`config.mk`:
```
export PLATFORM = sky130hd
export DESIGN_NAME = ctrl_seq_unit
export DESIGN_NICKNAME = d
export VERILOG_FILES = /design/src/rtl/ctrl_pkg.sv /design/src/rtl/ctrl_phase_gen.sv /design/src/rtl/ctrl_seq_unit.sv
export SDC_FILE = /design/constraint.sdc
export NUM_CORES = 1
export LEC_CHECK = 0
export CELL_PAD_IN_SITES_DETAIL_PLACEMENT = 1
export CELL_PAD_IN_SITES_GLOBAL_PLACEMENT = 1
export CORE_MARGIN = 2
export CORE_UTILIZATION = 34
export DETAILED_ROUTE_END_ITERATION = 6
export PLACE_DENSITY = 0.88
export SLEW_MARGIN = 20
export SYNTH_ARGS = -nofsm -noshare
export SYNTH_HDL_FRONTEND = slang
export SYNTH_SLANG_ARGS = --single-unit
```
`constraint.sdc`:
```
create_clock -name clk -period 6.5 [get_ports clk]
set_clock_uncertainty 0.15 [all_clocks]
set_input_delay 1.3 -clock clk [delete_from_list [all_inputs] [get_ports clk]]
set_output_delay 1.3 -clock clk [all_outputs]
set_load 0.03 [all_outputs]
```
`src/rtl/ctrl_pkg.sv`:
```
// Shared definitions for the hardwired control sequencer.
// Holds opcode/ALU encodings, FSM states, phase indices and small decode helpers.
// No logic of its own.
package ctrl_pkg;

    // Opcode values
    localparam int OP_LD   = 0;
    localparam int OP_ADD  = 1;
    localparam int OP_SUB  = 2;
    localparam int OP_AND  = 3;
    localparam int OP_OR   = 4;
    localparam int OP_SHL  = 5;
    localparam int OP_XOR  = 6;
    localparam int OP_HALT = 7;
    localparam int OP_JMP  = 8;

    // ALU select codes
    localparam logic [2:0] ALU_ADD = 3'd0;
    localparam logic [2:0] ALU_SUB = 3'd1;
    localparam logic [2:0] ALU_AND = 3'd2;
    localparam logic [2:0] ALU_OR  = 3'd3;
    localparam logic [2:0] ALU_SHL = 3'd4;
    localparam logic [2:0] ALU_XOR = 3'd5;

    // Phase index width and phase constants
    localparam int PH_W = 3;
    localparam logic [PH_W-1:0] T0 = 3'd0;
    localparam logic [PH_W-1:0] T1 = 3'd1;
    localparam logic [PH_W-1:0] T2 = 3'd2;
    localparam logic [PH_W-1:0] T3 = 3'd3;
    localparam logic [PH_W-1:0] T4 = 3'd4;
    localparam logic [PH_W-1:0] T5 = 3'd5;
    localparam logic [PH_W-1:0] T6 = 3'd6;
    localparam logic [PH_W-1:0] T7 = 3'd7;

    typedef enum logic [1:0] {
        ST_IDLE   = 2'd0,
        ST_EXEC   = 2'd1,
        ST_HALTED = 2'd2
    } state_t;

    // Instruction classes; everything after fetch is decided by the class
    typedef enum logic [2:0] {
        CL_LD   = 3'd0,
        CL_ALU  = 3'd1,
        CL_HALT = 3'd2,
        CL_JMP  = 3'd3,
        CL_ILL  = 3'd4
    } op_class_t;

    function automatic op_class_t classify(input int op, input bit jmp_en);
        if (op == OP_LD)                     return CL_LD;
        if (op >= OP_ADD && op <= OP_XOR)    return CL_ALU;
        if (op == OP_HALT)                   return CL_HALT;
        if (op == OP_JMP && jmp_en)          return CL_JMP;
        return CL_ILL;
    endfunction

    // Final phase of each class; never below T3 so fetch phases are never "last"
    function automatic logic [PH_W-1:0] last_phase(input op_class_t c);
        case (c)
            CL_LD:   return T6;
            CL_ALU:  return T7;
            CL_JMP:  return T5;
            default: return T3;
        endcase
    endfunction

    function automatic logic [2:0] alu_code(input int op);
        case (op)
            OP_ADD:  return ALU_ADD;
            OP_SUB:  return ALU_SUB;
            OP_AND:  return ALU_AND;
            OP_OR:   return ALU_OR;
            OP_SHL:  return ALU_SHL;
            OP_XOR:  return ALU_XOR;
            default: return ALU_ADD;
        endcase
    endfunction

endpackage

```
`src/rtl/ctrl_phase_gen.sv`:
```
// Phase counter plus one-hot T bus for the control sequencer.
// Latency: phase updates one cycle after adv; T bus is a pure decode of the counter.
// No backpressure: advances whenever adv is high, wraps to T0 when last is also high.
module ctrl_phase_gen
    import ctrl_pkg::*;
#(
    parameter int T_STATES = 8
) (
    input  logic                clk,
    input  logic                rst,
    input  logic                i_adv,
    input  logic                i_last,
    input  logic                i_clr,
    output logic [PH_W-1:0]     o_phase,
    output logic [T_STATES-1:0] o_t_bus
);

    logic [PH_W-1:0] r_phase;

    // Phase counter: clear wins, otherwise step or wrap at the final phase
    always_ff @(posedge clk) begin
        if (rst || i_clr) begin
            r_phase <= T0;
        end else if (i_adv) begin
            r_phase <= i_last ? T0 : r_phase + 1'b1;
        end
    end

    assign o_phase = r_phase;
    // Counter never exceeds T7, so bits above T7 stay 0
    assign o_t_bus = {{(T_STATES-1){1'b0}}, 1'b1} << r_phase;

endmodule

```
`src/rtl/ctrl_seq_unit.sv`:
```
// Hardwired control sequencer: FSM + per-phase strobe decode over ctrl_phase_gen.
// Latency: strobes combinational from registered state/phase; opcode sampled combinationally in T3.
// No backpressure; run only gates instruction boundaries. Optional JMP via CTRL_JMP_EN.
module ctrl_seq_unit
    import ctrl_pkg::*;
#(
    parameter int OPC_W    = 4,
    parameter int T_STATES = 8,
    parameter int ALU_OP_W = 3
) (
    input  logic                clk,
    input  logic                rst,
    input  logic                run,
    input  logic [OPC_W-1:0]    opcode,
    output logic [T_STATES-1:0] t_state,
    output logic                mar_ld,
    output logic                dr_ld,
    output logic                dr_oe,
    output logic                ir_ld,
    output logic                pc_inc,
    output logic                pc_ld,
    output logic                a_ld,
    output logic                a_oe,
    output logic                alu_oe,
    output logic [ALU_OP_W-1:0] alu_op,
    output logic                halted,
    output logic                illegal
);

`ifdef CTRL_JMP_EN
    localparam bit JMP_EN = 1'b1;
`else
    localparam bit JMP_EN = 1'b0;
`endif

    state_t              r_state;
    state_t              w_next;
    logic [OPC_W-1:0]    r_op;
    logic [OPC_W-1:0]    w_op;
    logic [PH_W-1:0]     w_phase;
    logic [T_STATES-1:0] w_tbus;
    op_class_t           w_cls;
    logic                w_exec;
    logic                w_last;
    logic                w_mem;

    assign w_exec = (r_state == ST_EXEC);
    // T3 decodes the live IR field; later phases use the copy latched at the end of T3
    assign w_op   = (w_phase == T3) ? opcode : r_op;
    assign w_cls  = classify(int'(w_op), JMP_EN);
    assign w_mem  = (w_cls == CL_LD) || (w_cls == CL_ALU) || (w_cls == CL_JMP);
    assign w_last = w_exec && (w_phase == last_phase(w_cls));

    ctrl_phase_gen #(
        .T_STATES (T_STATES)
    ) u_phase_gen (
        .clk     (clk),
        .rst     (rst),
        .i_adv   (w_exec),
        .i_last  (w_last),
        .i_clr   (!w_exec),
        .o_phase (w_phase),
        .o_t_bus (w_tbus)
    );

    assign t_state = w_exec ? w_tbus : '0;

    // FSM state register
    always_ff @(posedge clk) begin
        if (rst) begin
            r_state <= ST_IDLE;
        end else begin
            r_state <= w_next;
        end
    end

    // Opcode latch at the end of T3
    always_ff @(posedge clk) begin
        if (rst) begin
            r_op <= '0;
        end else if (w_exec && (w_phase == T3)) begin
            r_op <= opcode;
        end
    end

    // Next-state and strobe decode
    always_comb begin
        w_next  = r_state;
        mar_ld  = 1'b0;
        dr_ld   = 1'b0;
        dr_oe   = 1'b0;
        ir_ld   = 1'b0;
        pc_inc  = 1'b0;
        pc_ld   = 1'b0;
        a_ld    = 1'b0;
        a_oe    = 1'b0;
        alu_oe  = 1'b0;
        alu_op  = '0;
        halted  = 1'b0;
        illegal = 1'b0;
        case (r_state)
            ST_IDLE: begin
                if (run) w_next = ST_EXEC;
            end
            ST_EXEC: begin
                case (w_phase)
                    T0: mar_ld = 1'b1;
                    T1: dr_ld  = 1'b1;
                    T2: begin
                        ir_ld  = 1'b1;
                        pc_inc = 1'b1;
                    end
                    T3: begin
                        if (w_cls == CL_ILL) illegal = 1'b1;
                        else if (w_mem)      mar_ld  = 1'b1;
                    end
                    T4: begin
                        if (w_mem) dr_ld = 1'b1;
                    end
                    T5: begin
                        if (w_cls == CL_LD || w_cls == CL_ALU) pc_inc = 1'b1;
                        if (w_cls == CL_ALU) alu_op = ALU_OP_W'(alu_code(int'(w_op)));
`ifdef CTRL_JMP_EN
                        if (w_cls == CL_JMP) begin
                            dr_oe = 1'b1;
                            pc_ld = 1'b1;
                        end
`endif
                    end
                    T6: begin
                        if (w_cls == CL_LD) begin
                            dr_oe = 1'b1;
                            a_ld  = 1'b1;
                        end else if (w_cls == CL_ALU) begin
                            dr_oe  = 1'b1;
                            alu_oe = 1'b1;
                            a_ld   = 1'b1;
                            alu_op = ALU_OP_W'(alu_code(int'(w_op)));
                        end
                    end
                    T7: begin
                        if (w_cls == CL_ALU) begin
                            a_oe  = 1'b1;
                            dr_oe = 1'b1;
                        end
                    end
                    default: ;
                endcase
                if (w_last) begin
                    if (w_cls == CL_HALT) w_next = ST_HALTED;
                    else if (!run)        w_next = ST_IDLE;
                end
            end
            ST_HALTED: begin
                halted = 1'b1;
            end
            default: w_next = ST_IDLE;
        endcase
    end

endmodule
```
# Yosys cells after proc, flatten, opt, wreduce, memory -nomap -nowiden
# Cells that the tools add are included.
# op_classes
n_shift	1
order_cmp	2
addsub	1
bitwise	1
eq_ne	23
mux	52
n_reduce_logical	12
# ops
cell	count
3-bit two-way mux	10
1-bit two-way mux	28
3-bit equality test (second input constant)	5
3-bit one-hot mux with 5 select lines	1
3-bit by 2-bit equality test with 1-bit output (second input constant)	4
4-bit by 3-bit equality test with 1-bit output (second input constant)	3
3-bit one-hot mux with 3 select lines	1
4-bit by 2-bit equality test with 1-bit output (second input constant)	2
2-bit two-way mux	4
8-bit two-way mux	1
1-bit one-hot mux with 2 select lines	4
1-bit by 3-bit left shift with 8-bit output (first input constant)	1
3-bit by 1-bit equality test with 1-bit output (second input constant)	2
3-bit zero test	2
2-bit one-hot mux with 3 select lines	1
3-bit one-hot mux with 2 select lines	1
4-bit equality test (second input constant)	1
4-bit by 1-bit greater-or-equal comparator with 1-bit output (second input constant)	1
4-bit by 3-bit <= comparator with 1-bit output (second input constant)	1
4-bit zero test	1
4-bit two-way mux	1
4-bit AND reduction	1
3-bit by 1-bit adder with 3-bit output (second input constant)	1
3-bit equality test	1
10 further kinds	14
# word_totals
input_bits	7
register_bits	9
out_inout_bits	22

# Logic depth before layout (Yosys ltp)
# Gate-level depths: netlist of run 1.
# logic_depth
word_depth	18
ltp_mapped	8

# By module
# Synthesis of run 1 repeated with hierarchy kept, for this count alone.
# unflattened
hier_cells	126
area_unflattened_um2	912.1
# by_module_without_submodules
module	area_each_um2	instances	cells_per_inst
ctrl_seq_unit	659.4	1	98
ctrl_phase_gen	252.7	1	28

# Least setup slack after synthesis of run 1
# No wires, ideal clock.
# synth_path
path_kind	input to output
start	in opcode[1]
end	out dr_oe
cell_stages	4
path_buffers	1
t_required_ps	5050
slack_ps	1700
arrival_time_ps	3350
path_cell_list	buf_2 -> nand4_1 -> nand3_2 -> a2111oi_0
# synth_between
elab_chain_len	13
elab_cells_between_ends	23
classes_between	2 x order compare; 2 x eq/ne; 16 x mux; 3 x reduce/logical
# synth_rtl
item	line_no	source
start: declaration	ctrl_seq_unit.sv:14	input logic [OPC_W-1:0] opcode,
4-bit two-way mux *	ctrl_seq_unit.sv:49	assign w_op = (w_phase == T3) ? opcode : r_op;
4-bit by 1-bit greater-or-equal comparator with 1-bit output (tied with other cells)	ctrl_pkg.sv:53	if (op >= OP_ADD && op <= OP_XOR) return CL_ALU;
1-bit logical AND or 1-bit two-way mux (tied branches)	ctrl_pkg.sv:53, ctrl_pkg.sv:54	
3-bit two-way mux or 1-bit two-way mux (tied branches)	ctrl_pkg.sv:53, ctrl_pkg.sv:54	
3-bit two-way mux or 1-bit two-way mux (tied branches)	ctrl_pkg.sv:54, ctrl_pkg.sv:53	
3-bit two-way mux	ctrl_pkg.sv:55	if (op == OP_JMP && jmp_en) return CL_JMP;
3-bit two-way mux	ctrl_pkg.sv:54	if (op == OP_HALT) return CL_HALT;
3-bit two-way mux *	ctrl_pkg.sv:53	
3-bit by 1-bit equality test with 1-bit output	ctrl_seq_unit.sv:134, ctrl_seq_unit.sv:142	
1-bit two-way mux	ctrl_seq_unit.sv:134, ctrl_seq_unit.sv:142	
1-bit two-way mux	ctrl_seq_unit.sv:131	if (w_cls == CL_LD) begin
1-bit one-hot mux with 2 select lines *	ctrl_seq_unit.sv:106	case (w_phase)
1-bit two-way mux *	ctrl_seq_unit.sv:101	case (r_state)
end: declaration	ctrl_seq_unit.sv:18	output logic dr_oe,
# Mark *: on every way between the ends. The rest lies on a longest branch, timed or not. The select of a mux whose other input is x is not followed.

# Worst setup path in the final report of run 1
# layout_path
start	in opcode[0]
end	out dr_oe
# Same word-level chain as after synthesis.

==> results of run 1 <==
==> stage by stage <==
step	area (sq um)	util [%]	setup slack (ns)
2_1_floorplan	865	-	1.70
3_3_place_gp	1110	45.8	1.60
3_5_place_dp	1110	45.8	1.53
4_1_cts	1140	46.9	1.52
5_1_grt	1140	46.9	1.33
6_report	1140	46.9	1.50
==> logic make-up (layout without fill, tap and decap cells) <==
| group | after synthesis | after routing | synth area share [%] |
|---|---|---|---|
| buf+inv | 18 | 40 | 10.7 |
| other cells | 1 | 1 | 0.434 |
| mux | 6 | 6 | 6.95 |
| flops | 9 | 9 | 20.8 |
| simple gates | 47 | 47 | 28.4 |
| xor+xnor | 1 | 1 | 1.01 |
| compound gates | 24 | 24 | 23.0 |
| fa+ha+maj | 6 | 6 | 8.68 |
==> cells in the final DEF, fill, tap and decap left out <==
cell	instances
a22o_2	1
a41o_1	1
nand2_1	7
nand3_2	1
and3_1	6
a2111oi_0	1
a21oi_1	2
or2_0	1
nor3_1	4
o2111ai_1	1
nand4_1	1
nand4b_1	1
o211a_1	1
nor2_1	15
o211ai_1	3
o21ai_0	1
mux2i_1	6
ha_1	6
o31a_1	1
a21bo_2	1
clkdlybuf4s50_1	27
clkbuf_4	3
a211o_1	1
inv_1	9
xnor2_1	1
nor4_1	3
a2bb2oi_1	1
dfxtp_1	9
a31oi_1	2
a221oi_2	1
clkbuf_1	1
nor2b_1	2
nor4b_2	1
nand3_1	3
a31oi_2	1
a211oi_1	4
and2_1	2
o21bai_1	1
conb_1	1
==> sequential cells by signal (all words and copies together) (netlist names) <==
register / flops
u_phase_gen.o_phase: 3
r_state: 2
r_op: 4
==> critical path, cell delays in order <==
cell             delay [ns]
clkdlybuf4s50_1        0.64
nor4_1                 0.10
mux2i_1                0.21
nand2_1                0.10
a2111oi_0              0.45
clkdlybuf4s50_1        0.75
==> per-layer routing <==
metal | share of wire [%] | vias up | track usage (%)
li1 | - | 446 | -
met3 | 3.8 | 4 | 1.09
met5 | 0 | - | 0
met1 | 47 | 421 | 22.5
met4 | 1.8 | 0 | 11.3
met2 | 47 | 22 | 29.9
==> area by class of cell <==
type                    instances  area (sq um)
clock buffers                   4          26.3
fillers                       318          1290
inverters                       9          33.8
multi-input cells              85           592
flip-flops and latches          9           180
well taps                      30          37.5
repair buffers                 27           270
==> path summary, 6_finish.rpt <==
path                                                     startpoint                             endpoint  slack, ns  cells after the start
worst min-delay path                           r_op[3]$_SDFFE_PP0P_                 r_op[3]$_SDFFE_PP0P_       0.44                      2
worst max-delay path                                      opcode[0]                                dr_oe       1.50                      6
worst max register to register  u_phase_gen.o_phase[0]$_SDFFE_PP0P_  u_phase_gen.o_phase[2]$_SDFFE_PP0P_       3.69                      6
worst min register to register                 r_op[3]$_SDFFE_PP0P_                 r_op[3]$_SDFFE_PP0P_       0.44                      2
==> power by group <==
group          switching (mW)  internal, mW  leakage (nW)
clock network          0.0189        0.0236        0.0150
logic                  0.0138       0.00946         0.390
registers             0.00149        0.0561        0.0730
total                  0.0342        0.0892         0.478
==> run metrics, run 1 <==
cell with the most instances after synthesis nor2_1; Synth area leader dfxtp_1; CTS buffer count 3; first-pass GRT wire length between 3000 and 4000 microns; Final Critical Period roughly 5 ns; PD cells roughly 110 nW/um^2; CTS tree done; io pins 29; Starting Density 35.5%; Static Leak approximately 0.48 nW; Die ar. around 3000 sq um; Worst EP arrival 3.55 ns; core area between 2000 and 2500 sq um; max_slew headroom around half; Pre-Repair DR Iteration Count 4; maximum capacitance violations 0; #FFs+latches synth 9; Async SR Flop Fraction 0%; number of H-tree levels 1; layout cells sized above 1 approximately 6.7%; largest net degree at the start of global routing 22; most common flop cell mapped by yosys dfxtp_1; Worst-Skew Late Latency 0.26 ns; clock root buffer clkbuf_4; post-cts repair resize count 0; Critical Path Fanout Max 8; hold slack approximately 0.44 ns; Max Freq roughly 200 MHz; post-CTS setup buffer count 0; final setup TNS 0 ns; synth unique cells 39; placed cells 160; Residual DRC 0; ant diodes 0; max-slew violation count 0; Yosys top cell area share 20.8%; Post-Syn Instances between 100 and 150; RePlAce Congestion 0.779; final hold viol count 0; Routed WL per cell between 10 and 15 microns; CTS Buffer Depth 2; peak supply drop ~80 uV; Clock Sinks 9; Seq/Total Area, Yosys between 20% and 30%; nets 148; status finished clean; Area Growth Syn to Fin 31.8%; buffers added on ports 27; top post-synthesis cells by area dfxtp_1 (21%), ha_1 (8.7%), mux2i_1 (6.9%); antenna violations before repair 0; Critical Path RT ~5 ns; number of global-route vias before repair 835; Post-Syn Area just under 900 sq um; Post-DRT Antenna Nets 0; row count 18; hold buffer count at CTS 0; Avg Cell Area, Syn 7.72 sq um; Setup violations, final 0; CP Launch Type primary input; Total Routing Usage GR 18.0%; routed vias ~890; Die Span X roughly 54 microns; Die Y-Extent 54.4 microns; slew of the pin with the lowest slew margin ~0.75 ns; Syn Nets roughly 130; HP Class flip-flop to flip-flop; endpoint type of the worst setup path output port; number of synthesized flops with an enable pin 0; HPWL Detailed about 1900 microns; overall power around 120 uW; grt ovf 0; clock slew at reported path FFs around 0.06 ns; unrepaired setup endpoints after global routing false; Detailed Route WL ~2400 microns; non-filler cells, final 164; DR iter-0 viols 18; CP Class primary input to output port; fin crit share between 70% and 80%; DR vias/cell 5.45; Post-synth top cells nor2_1 (15), dfxtp_1 (9), inv_1 (9); Yosys warning total 0
(Power assumes the default switching activity.)
==> run 2, diff against run 1 <==
Settings changed: CORE_UTILIZATION 34 to 32, PLACE_DENSITY 0.88 to 0.84.
Clock period 6.5 ns to 5.24 ns, I/O delays scaled along.
==> run 2 against run 1 <==
Combinational power rose by 27%. Core utilization decreased by 1.6 points. Via count up 2.4%. Critical path type is now flip-flop to output port. Largest power group unchanged.
==> run metrics, run 2 (same netlist as run 1, synthesis figures left out) <==
status finished clean; first-pass GRT wire length 4200 microns; Detailed Route WL between 2000 and 2500 microns; Routed WL per cell about 15 microns; HPWL Detailed about 2000 microns; Die Y-Extent 56.0 microns; grt ovf 0; largest net degree at the start of global routing 22; Post-DRT Antenna Nets 0; register with the most flip-flops r_op; unrepaired setup endpoints after global routing false; Critical Path Fanout Max 21; Cell Area, Placed approximately 1100 sq um; Worst-Skew Late Latency around 0.27 ns; leading cell type in the layout, fill and taps excluded clkdlybuf4s50_1; CTS Buffer Depth 2; Worst EP arrival roughly 3.5 ns; row count 18; Static Leak just under 0.5 nW; post-CTS setup buffer count 0; CP Class flip-flop to output port; number of global-route vias before repair 891; io pins 29; Pre-Repair DR Iteration Count 4; Post-Place Worst Slack between 0.7 and 0.8 ns; max-slew violation count 0; Fillers 331; final hold viol count 0; HP Class flip-flop to flip-flop; DR iter-0 viols 11; max FFs per register 4; clock root buffer clkbuf_4; clock slew at reported path FFs around 0.07 ns; Die ar. between 3000 and 4000 sq um; Final Critical Period ~4.7 ns; Die Span X about 56 microns; core area around 2500 sq um; final setup TNS 0 ns; non-filler cells, final 164; peak supply drop around 100 uV; overall power between 150 and 200 uW; RePlAce Congestion between 0.8 and 0.9; antenna violations before repair 0; hold buffer count at CTS 0; Setup violations, final 0; Starting Density roughly 34%; Clock Sinks 9; Total Routing Usage GR between 10% and 20%; CTS tree done; fin crit share approximately nine tenths; post-cts repair resize count 0; ant diodes 0; number of H-tree levels 1; buffers added on ports 27; Critical Path RT roughly 4 ns; endpoint type of the worst setup path output port; max_slew headroom 52.8%; layout cells sized above 1 7.46%; Final WS setup ~0.58 ns; Residual DRC 0; slew of the pin with the lowest slew margin between 0.7 and 0.8 ns; fin area 1140 sq um; CP Launch Type flip-flop; CTS buffer count 3; routed vias 914; Max Freq about 210 MHz; most frequent cells in the layout clkdlybuf4s50_1 (27), nor2_1 (15), inv_1 (9), dfxtp_1 (9), nand2_1 (7); maximum capacitance violations 0; placed cells between 150 and 200; PD cells between 100 and 150 nW/um^2; nets between 100 and 150; Area Growth Syn to Fin 32.0%; DR vias/cell approximately 5.6
## run 2: cell types whose count changed in the layout (fill, tap and decap cells not counted), sizes merged
cell,before,now
clkinv,0,1
clkbuf,4,3
## run 2: worst paths after layout
path	startpoint	end	slack, ns	cells past startpoint
worst max-delay path	u_phase_gen.o_phase[0]$_SDFFE_PP0P_	dr_oe	0.58	6
worst min-delay path	r_op[3]$_SDFFE_PP0P_	r_op[3]$_SDFFE_PP0P_	0.44	2
worst max register to register	u_phase_gen.o_phase[0]$_SDFFE_PP0P_	r_state[0]$_SDFFE_PP0P_	2.47	6
worst min register to register	r_op[3]$_SDFFE_PP0P_	r_op[3]$_SDFFE_PP0P_	0.44	2
## run 2: worst max-delay path: stages (launching register included)
cell             delay (ns)
dfxtp_1                0.52
ha_1                   0.24
ha_1                   0.61
mux2i_1                0.41
nand3_2                0.20
a2111oi_0              0.44
clkdlybuf4s50_1        0.76
## run 2: routing by layer
metal | track usage [%] | share of wire, %
met1 | 20.9 | 45
met5 | 0 | 0
met2 | 29.1 | 51
met3 | 0.698 | 2.0
met4 | 7.14 | 2.0
## run 2: report_power, final
part / internal (mW) / switching (mW)
Combinational: 0.0118 / 0.0176
Sequential: 0.0696 / 0.00193
Clock: 0.0282 / 0.0267
Total: 0.110 / 0.0463
## run 2: area by class of cell
cell class / instances / area [sq um] / area share, %
multi-input cells: 85 / 592 / 51.9
repair buffers: 27 / 270 / 23.7
flip-flops and latches: 9 / 180 / 15.8
well taps: 30 / 37.5 / 3.29
inverters: 9 / 33.8 / 2.96
clock buffers: 3 / 22.5 / 1.97
clock inverters: 1 / 5.00 / 0.439
## run 2: per-stage QoR
stage / utilization, % / hold slack, ns
after detailed placement: 44.1 / 0.442
after floorplan: - / 0.354
after global routing: 45.2 / 0.486
after global placement: 44.1 / 0.396
after CTS: 45.2 / 0.454
final: 45.2 / 0.437
==> run 3, diff against run 2 <==
Settings changed: CORE_ASPECT_RATIO set to 0.5, RECOVER_POWER set to 100.
==> run 3 against run 2 <==
Routed wire length shrank 2.2%. Sequential power is essentially flat. Final cell count grew 4.3%. Global-route usage shrank 0.27 points. Clock-buffer cell count grew 1. Hold slack lost 0.027 ns. Clock power grew 45%. Total power grew 15%. Combinational power shrank 5%. Sequential share of layout area shrank 0.29 points. Critical path depth is the same. First-iteration DRC count grew to 6.1 times the previous value. Critical path type unchanged. Largest power group is now the clock network.
==> run metrics, run 3 (same netlist as run 1, synthesis figures left out) <==
status finished clean; CP startpoint u_phase_gen.o_phase[0]$_SDFFE_PP0P_; Multi-input gate area about 590 sq um; largest net degree at the start of global routing 22; Static Leak roughly 0.55 nW; CP Class flip-flop to output port; Pre-Repair DR Iteration Count 4; buffers added on ports 27; FF/Latch Area around 180 sq um; DR vias/cell a little over 5; Final Critical Period 4.72 ns; R2R cell count 6; final hold viol count 0; hold buffer count at CTS 0; routed metal-1 wire length approximately 1200 microns; leading cell type in the layout, fill and taps excluded dlygate4sd3_1; worst setup path endpoint dr_oe; layout cells sized above 1 between 5 and 6%; final core utilization 44.9%; HPWL Detailed about 1900 microns; slew of the pin with the lowest slew margin between 0.7 and 0.8 ns; most frequent cells in the layout dlygate4sd3_1 (20), nor2_1 (15), inv_1 (9), dfxtp_1 (9); overall power approximately 180 uW; max_slew headroom 52.8%; antenna violations before repair 0; Total Routing Usage GR between 10% and 20%; Critical Path Fanout Max 21; Worst EP arrival roughly 3.5 ns; ant diodes 0; Residual DRC 0; endpoint type of the worst setup path output port; post-CTS setup buffer count 0; DR top layer met3; Routed WL per cell around 14 microns; clock slew at reported path FFs roughly 0.040 ns; grt ovf 0; Worst-Skew Late Latency around 0.23 ns; DR WL met2 1150 microns; CTS Buffer Depth 2; r2r endpoint r_state[0]$_SDFFE_PP0P_; max FFs per register 4; nets about 150; met3 routed WL around 51 microns; HP Class flip-flop to flip-flop; core area approximately 2600 sq um; maximum capacitance violations 0; CTS buffer count 3; clock root buffer clkbuf_8; Critical Path RT 4.04 ns; unrepaired setup endpoints after global routing false; number of H-tree levels 1; row count 13; routed vias 862; Clock Sinks 9; Reg-to-Reg Start u_phase_gen.o_phase[0]$_SDFFE_PP0P_; max-slew violation count 0; hold slack a little over 0.4 ns; Setup violations, final 0; r2r setup slk approximately 2.4 ns; final setup TNS 0 ns; PD cells roughly 150 nW/um^2; peak supply drop approximately 91 uV; Die Y-Extent between 40 and 50 microns; Cell Area, Placed roughly 1100 sq um; post-cts repair resize count 0; Die ar. around 3200 sq um; fin area about 1200 sq um; Max Freq 212 MHz; CTS tree done; Detailed Route WL 2430 microns; register with the most flip-flops r_op; Area Growth Syn to Fin 34.4%; fin crit share around 90%; CP Launch Type flip-flop; DR iter-0 viols 67; Post-DRT Antenna Nets 0; Fillers 323; number of global-route vias before repair 804; RePlAce Congestion between 0.7 and 0.8; first-pass GRT wire length about 3900 microns; io pins 29; Starting Density approximately a third; Die Span X about 78 microns
[run 3: cell count changes in the layout (fill, tap and decap cells not counted)]
cell             delta
clkbuf_1            +1
nand3_1             +1
clkdlybuf4s50_1    -20
nand3_2             -1
dlygate4sd3_1      +20
clkbuf_4            -3
clkinv_2            -1
clkbuf_8            +3
[run 3: area by class of cell]
type	instances	area share (%)
multi-input cells	85	50.5
repair buffers	27	23.3
flip-flops and latches	9	15.5
well taps	37	3.98
clock buffers	4	3.88
inverters	9	2.91
[run 3: metal layers]
| metal | up-vias | track usage [%] |
|---|---|---|
| met5 | - | 0 |
| met4 | 0 | 1.79 |
| met3 | 0 | 5.07 |
| met2 | 11 | 28.7 |
| met1 | 408 | 21.0 |
| li1 | 443 | - |
[run 3: report_power, final]
part	total, mW	internal (mW)	switching (mW)
registers	0.0718	0.0699	0.00195
clock network	0.0795	0.0529	0.0266
logic	0.0281	0.0110	0.0171
[run 3: how the worst min path moves through the flow]
| stage | startpoint | to | slack [ns] | cells after the start |
|---|---|---|---|---|
| 3_3_place_gp | r_op[3]$_SDFFE_PP0P_ | r_op[3]$_SDFFE_PP0P_ | 0.41 | 2 |
| 5_1_grt | r_op[3]$_SDFFE_PP0P_ | r_op[3]$_SDFFE_PP0P_ | 0.44 | 2 |
| 4_1_cts | r_op[3]$_SDFFE_PP0P_ | r_op[3]$_SDFFE_PP0P_ | 0.41 | 2 |
| 3_5_place_dp | r_op[3]$_SDFFE_PP0P_ | r_op[3]$_SDFFE_PP0P_ | 0.40 | 2 |
| 6_report | r_op[3]$_SDFFE_PP0P_ | r_op[3]$_SDFFE_PP0P_ | 0.41 | 2 |
| 2_1_floorplan | r_op[3]$_SDFFE_PP0P_ | r_op[3]$_SDFFE_PP0P_ | 0.35 | 2 |
[run 3: metrics by stage]
step / setup slack, ns / cells
after floorplan: 0.944 / 112
after global placement: 0.822 / 167
after detailed placement: 0.750 / 167
after CTS: 0.588 / 171
after global routing: 0.127 / 171
final: 0.517 / 171
[run 3: critical path, stage by stage (launching register included)]
cell	delay [ns]
dfxtp_1	0.53
ha_1	0.26
ha_1	0.63
mux2i_1	0.41
nand3_1	0.28
a2111oi_0	0.45
clkdlybuf4s50_1	0.74
